**src/rtl/hazard_scheduler.sv**
```systemverilog
// rtl/hazard_scheduler.sv - 5-stage pipeline hazard scoreboard, stall/flush/forward control, halt drain.
// Optional feature macro: HAZARD_FORWARD_EN (EX-stage forwarding; otherwise stall on any EX/MEM RAW).
module hazard_scheduler #(
  parameter int unsigned DRAIN_CYCLES = 4,
  parameter logic [31:0] HALT_WORD    = 32'hFFFF_FFFF
) (
  input  logic        CLOCK,
  input  logic        RESET,
  input  logic [31:0] inst_D,
  input  logic [4:0]  rs_D,
  input  logic [4:0]  rt_D,
  input  logic        uses_rs_D,
  input  logic        uses_rt_D,
  input  logic        RegWrite_D,
  input  logic        MemtoReg_D,
  input  logic [4:0]  dest_D,
  input  logic        Jump_D,
  input  logic        branch_taken_E,
  output logic        Stall_F,
  output logic        Stall_D,
  output logic        Flush_D,
  output logic        Bubble_E,
  output logic [1:0]  fwdA_E,
  output logic [1:0]  fwdB_E,
  output logic        halt_done
);

  typedef struct packed {
    logic       valid;
    logic       regwrite;
    logic       memtoreg;
    logic [4:0] dest;
    logic [4:0] rs;
    logic [4:0] rt;
  } entry_t;

  typedef enum logic [1:0] {RUN, DRAIN, DONE} state_t;

  localparam int unsigned   CW       = (DRAIN_CYCLES > 1) ? $clog2(DRAIN_CYCLES) : 1;
  localparam logic [CW-1:0] CNT_LAST = CW'(DRAIN_CYCLES - 1);

  entry_t        e_q, m_q, w_q;
  entry_t        e_next;
  state_t        state;
  logic [CW-1:0] cnt;
  logic          hit_e;
  logic          hazard;
  logic          halt_D;
  logic          unused_ok;

  assign hit_e  = (uses_rs_D && rs_D == e_q.dest) || (uses_rt_D && rt_D == e_q.dest);
  assign halt_D = (state == RUN) && (inst_D == HALT_WORD) && !branch_taken_E;
  assign unused_ok = ^{e_q, m_q, w_q};

`ifdef HAZARD_FORWARD_EN
  // Only a load in EX cannot be forwarded in time.
  assign hazard = e_q.valid && e_q.memtoreg && (e_q.dest != 5'd0) && hit_e;

  function automatic logic [1:0] fwd_sel(input entry_t m, input entry_t w, input logic [4:0] src);
    if (m.valid && m.regwrite && m.dest != 5'd0 && m.dest == src) return 2'b10;
    if (w.valid && w.regwrite && w.dest != 5'd0 && w.dest == src) return 2'b01;
    return 2'b00;
  endfunction

  assign fwdA_E = RESET ? 2'b00 : fwd_sel(m_q, w_q, e_q.rs);
  assign fwdB_E = RESET ? 2'b00 : fwd_sel(m_q, w_q, e_q.rt);
`else
  logic hit_m;
  assign hit_m  = (uses_rs_D && rs_D == m_q.dest) || (uses_rt_D && rt_D == m_q.dest);
  // WB is excluded: the register file writes before it is read.
  assign hazard = (e_q.valid && e_q.regwrite && (e_q.dest != 5'd0) && hit_e) ||
                  (m_q.valid && m_q.regwrite && (m_q.dest != 5'd0) && hit_m);
  assign fwdA_E = 2'b00;
  assign fwdB_E = 2'b00;
`endif

  always_comb begin
    Stall_F   = 1'b0;
    Stall_D   = 1'b0;
    Flush_D   = 1'b0;
    Bubble_E  = 1'b0;
    halt_done = 1'b0;
    if (RESET) begin
      Stall_F = 1'b0;
    end else if (state != RUN) begin
      Stall_F   = 1'b1;
      Stall_D   = 1'b1;
      Bubble_E  = 1'b1;
      halt_done = (state == DONE);
    end else if (branch_taken_E) begin
      Flush_D  = 1'b1;
      Bubble_E = 1'b1;
    end else if (halt_D || hazard) begin
      Stall_F  = 1'b1;
      Stall_D  = 1'b1;
      Bubble_E = 1'b1;
    end else if (Jump_D) begin
      Flush_D = 1'b1;
    end
  end

  always_comb begin
    e_next = '0;
    if (!Bubble_E) begin
      e_next = '{valid: 1'b1, regwrite: RegWrite_D, memtoreg: MemtoReg_D,
                 dest: dest_D, rs: rs_D, rt: rt_D};
    end
  end

  always_ff @(posedge CLOCK) begin
    if (RESET) begin
      e_q   <= '0;
      m_q   <= '0;
      w_q   <= '0;
      state <= RUN;
      cnt   <= '0;
    end else begin
      w_q <= m_q;
      m_q <= e_q;
      e_q <= e_next;
      case (state)
        RUN: begin
          if (halt_D) begin
            state <= DRAIN;
            cnt   <= '0;
          end
        end
        DRAIN: begin
          if (cnt == CNT_LAST) state <= DONE;
          else                 cnt   <= cnt + 1'b1;
        end
        DONE:    state <= DONE;
        default: state <= RUN;
      endcase
    end
  end

endmodule
```
**config.mk**
```make
export PLATFORM = sky130hd
export DESIGN_NAME = hazard_scheduler
export DESIGN_NICKNAME = d
export VERILOG_FILES = /design/src/rtl/hazard_scheduler.sv
export SDC_FILE = /design/constraint.sdc
export NUM_CORES = 1
export LEC_CHECK = 0
export ABC_AREA = 1
export CORE_MARGIN = 3
export CORE_UTILIZATION = 36
export DETAILED_ROUTE_END_ITERATION = 8
export GPL_TIMING_DRIVEN = 0
export PLACE_DENSITY = 0.75
export SKIP_LAST_GASP = 1
export SLEW_MARGIN = 10
export SYNTH_ARGS = -nofsm -noshare
export SYNTH_HDL_FRONTEND = slang
export SYNTH_SLANG_ARGS = --single-unit
```
**constraint.sdc**
```tcl
create_clock -name CLOCK -period 1.7 [get_ports CLOCK]
set_clock_uncertainty 0.15 [all_clocks]
set_input_delay 0.255 -clock CLOCK [delete_from_list [all_inputs] [get_ports CLOCK]]
set_output_delay 0.255 -clock CLOCK [all_outputs]
set_load 0.005 [all_outputs]
```
==> results.py <==
metrics = {
    "yosys": {
        "avgSynthCellArea_um2": 5.82,
        "synth.cell_area_um2": 1270,
        "synth-warning-count": 0,
        "synth_seq_area_share": 0.283,
        "synth-seq-cells": 18,
        "synth_mux_area_frac": 0,
        "synth_cell_types": 22,
        "synthCells": 219,
        "synth_top_family_by_area": "simple AND/OR/NAND/NOR gates",
        "synth_adder_area_share": 0.0491,
        "synthSimpleGateAreaFrac": 0.456,
        "synth_compound_area_frac": 0.0648,
        "synth_xor_area_frac": 0,
    },
    "cts": {
        "cts_made_buffers": 3,
        "htreeDepth": 1,
        "cts_tree": "built",
        "clk_pin_slew_ns": 0.11,
        "cts_sinks": 18,
        "hold_buffers": 0,
        "clock_path_buffers": 2,
        "root_buffer": "clkbuf_4",
        "clk_latency_ns": 0.30,
    },
    "power_and_ir_drop": {
        "combPwrFrac": 0.529,
        "p_sw_mw": 0.644,
        "switching_share": 0.373,
        "leakage_nw": 1.06,
        "p_clk_frac": 0.151,
        "seq_power_share": 0.320,
        "ir_drop_mv": 0.651,
        "power_density_nw_per_um2": 827,
        "p_int_mw": 1.08,
        "total_power_mw": 1.72,
    },
    "outcome": {
        "violations": "setup timing",
        "status": "finished, violations left",
    },
    "critical_path": {
        "reg2reg_from": "state[1]",
        "crit_path_max_fanout": 4,
        "crit_path_cell_trace": "inv_2 > nand2_1 > nand2_1 > nor2_1 > nand3_1 > nand2_1 > nand2_2 > nand3_2 > nand2_2 > a21oi_2 > buf_4 > buf_6",
        "critPathTopFamily": "simple AND/OR/NAND/NOR gates",
        "cpMostUsedCell": "nand2_1",
        "crit_start": "e_q[13]",
        "r2r_slack_ns": 0.11,
        "cp.arrival_ns": 1.66,
        "worst-path-buf-inv": 3,
        "reg2regPathDepth": 10,
        "worst-path-stages": 12,
        "r2r_end": "state[0]",
        "cpPeakStageDelay_ns": 0.39,
        "crit_path_end_kind": "primary output",
        "path_class": "reg -> out",
        "worstPathRequired_ns": 1.29,
        "crit_slowest_cell": "dfxtp_4",
        "critPathLaunchType": "flip-flop",
    },
    "place": {
        "gp_congestion": 0.876,
        "placed_area_um2": 1940,
        "dp_hpwl_mm": 2.84,
        "post-place-cells": 324,
        "io_buffer_count": 58,
    },
    "min_path": {
        "hp-class": "in -> reg",
        "worstHoldStart": "RESET",
        "min_to": "cnt[1]",
        "whs_path_depth": 2,
    },
    "routing": {
        "drc": 0,
        "dr.pass1.iters": 4,
        "drt_iter0_drc": 66,
        "final_antenna_net_count": 0,
        "via_per_inst": 4.31,
        "wire_per_inst_um": 10.3,
        "vias": 1449,
        "drt-total-wl_mm": 3.44,
    },
    "sta": {
        "maxSlewViolCount": 0,
        "hold_viol": 0,
        "rsz0062_at_grt": "yes",
        "fmax_ghz": 0.484,
        "setup_ws_ns": -0.365,
        "finalSetupTns_ns": -1.25,
        "min_period_ns": 2.07,
        "setup_viol": 4,
        "finalCritPeriodShare": 1.21,
    },
    "global_routing": {
        "grt-ovfl-total": 0,
        "grt.busiest_layer": "met2",
        "met1_usage": 0.227,
        "grt_use_met2": 0.286,
        "grt_max_degree": 11,
        "grt_first_pass_wirelength_mm": 5.73,
        "grt_use_met3": 0.0256,
        "grt_pass1_vias": 1344,
        "antenna_found_initial": 0,
        "groute.usage.overall": 0.168,
    },
    "run": {
        "maxCapViolations": 0,
    },
    "floorplanning": {
        "core_um2": 3200,
        "dieArea_um2": 4290,
        "die_w_um": 65.5,
        "io_pins": 64,
        "num_rows": 20,
        "start_util": 0.398,
        "chipHeight_um": 65.5,
    },
    "cells_and_area": {
        "layout_common_cells": "70 x nand2_1, 41 x clkdlybuf4s50_1, 36 x nor2_1",
        "area_growth_syn_to_layout_pct": 63.5,
        "layout-drive-gt1-share": 0.253,
        "diodes": 0,
        "fin_area_um2": 2080,
        "finish.utilization": 0.651,
        "instances_no_fill": 336,
        "fin_nets": 353,
        "nFillCells": 315,
        "layout_commonest_cell": "nand2_1",
    },
}
## power by group through the flow
stage / Combinational [mW] / Sequential, mW / Clock, mW
after detailed placement: 0.779 / 0.547 / 0
final: 0.913 / 0.552 / 0.260
after global routing: 1.02 / 0.558 / 0.285
after floorplan: 0.491 / 0.536 / 0
after CTS: 0.808 / 0.545 / 0.265
after global placement: 0.771 / 0.546 / 0
## worst max-delay path by stage
stage          endpoint
3_3_place_gp    Stall_F
4_1_cts         Stall_F
2_1_floorplan   Stall_F
5_1_grt         Stall_F
6_report        Stall_F
3_5_place_dp    Stall_F
## worst register-to-register path, delay by kind of cell (launching register included)
| family | cells | cell delay (ns) |
|---|---|---|
| AO/OA/AOI/OAI | 2 | 0.17 |
| adder cells (fa/ha/maj) | 1 | 0.14 |
| buffers and inverters | 2 | 0.23 |
| flip-flops | 1 | 0.34 |
| AND/OR/NAND/NOR | 5 | 0.46 |
## registers in the layout, indices dropped and copies added, names as in the netlist
register and count:
m_q 7, state 2, cnt 2, e_q 7
## logic make-up after synthesis
group                      Yosys count
and+or+nand+nor                    137
buffers and inverters               44
DFF                                 18
AOI/OAI and AO/OA                   14
adders and majority gates            5
other                                1
## synth_stat cells (all sizes together)
| library cell | count | area, um2 |
|---|---|---|
| buf | 5 | 37.5 |
| inv | 38 | 143 |
| conb | 1 | 3.75 |
| nor2 | 42 | 158 |
| clkbuf | 1 | 3.75 |
| a21oi | 7 | 46.3 |
| nand2 | 78 | 303 |
| or2 | 1 | 6.26 |
| dfxtp | 18 | 360 |
| nand4 | 4 | 40.0 |
| a31oi | 1 | 6.26 |
| nor3 | 2 | 15.0 |
| ha | 5 | 62.6 |
| nand3 | 10 | 60.1 |
| o21ai | 6 | 30.0 |
## repair_timing
action,in CTS,in global routing
setup buffers,7,1
setup endpoints to repair,5,9
gates resized for setup,50,23
pin swaps,14,9
## layer usage
layer	vias up	wire length, um
met2	30	1690
met1	623	1620
met3	2	114
li1	794	-
met4	0	22
met5	-	0
## area by class of cell
class	count	area, um2	area share
multi-input combinational	160	810	0.388
tap	44	55.1	0.0264
inverter	38	143	0.0684
sequential	18	379	0.182
buffer	6	51.3	0.0246
clock buffer	4	36.3	0.0174
timing repair buffer	66	611	0.293
## through the flow
step                setup slack [ns]  hold slack (ns)
floorplan                     0.0332            0.175
global placement              -0.905            0.262
detailed placement            -0.914            0.261
CTS                           -0.364            0.208
global route                  -0.469            0.216
finish                        -0.365            0.207
(Power assumes the default switching activity.)
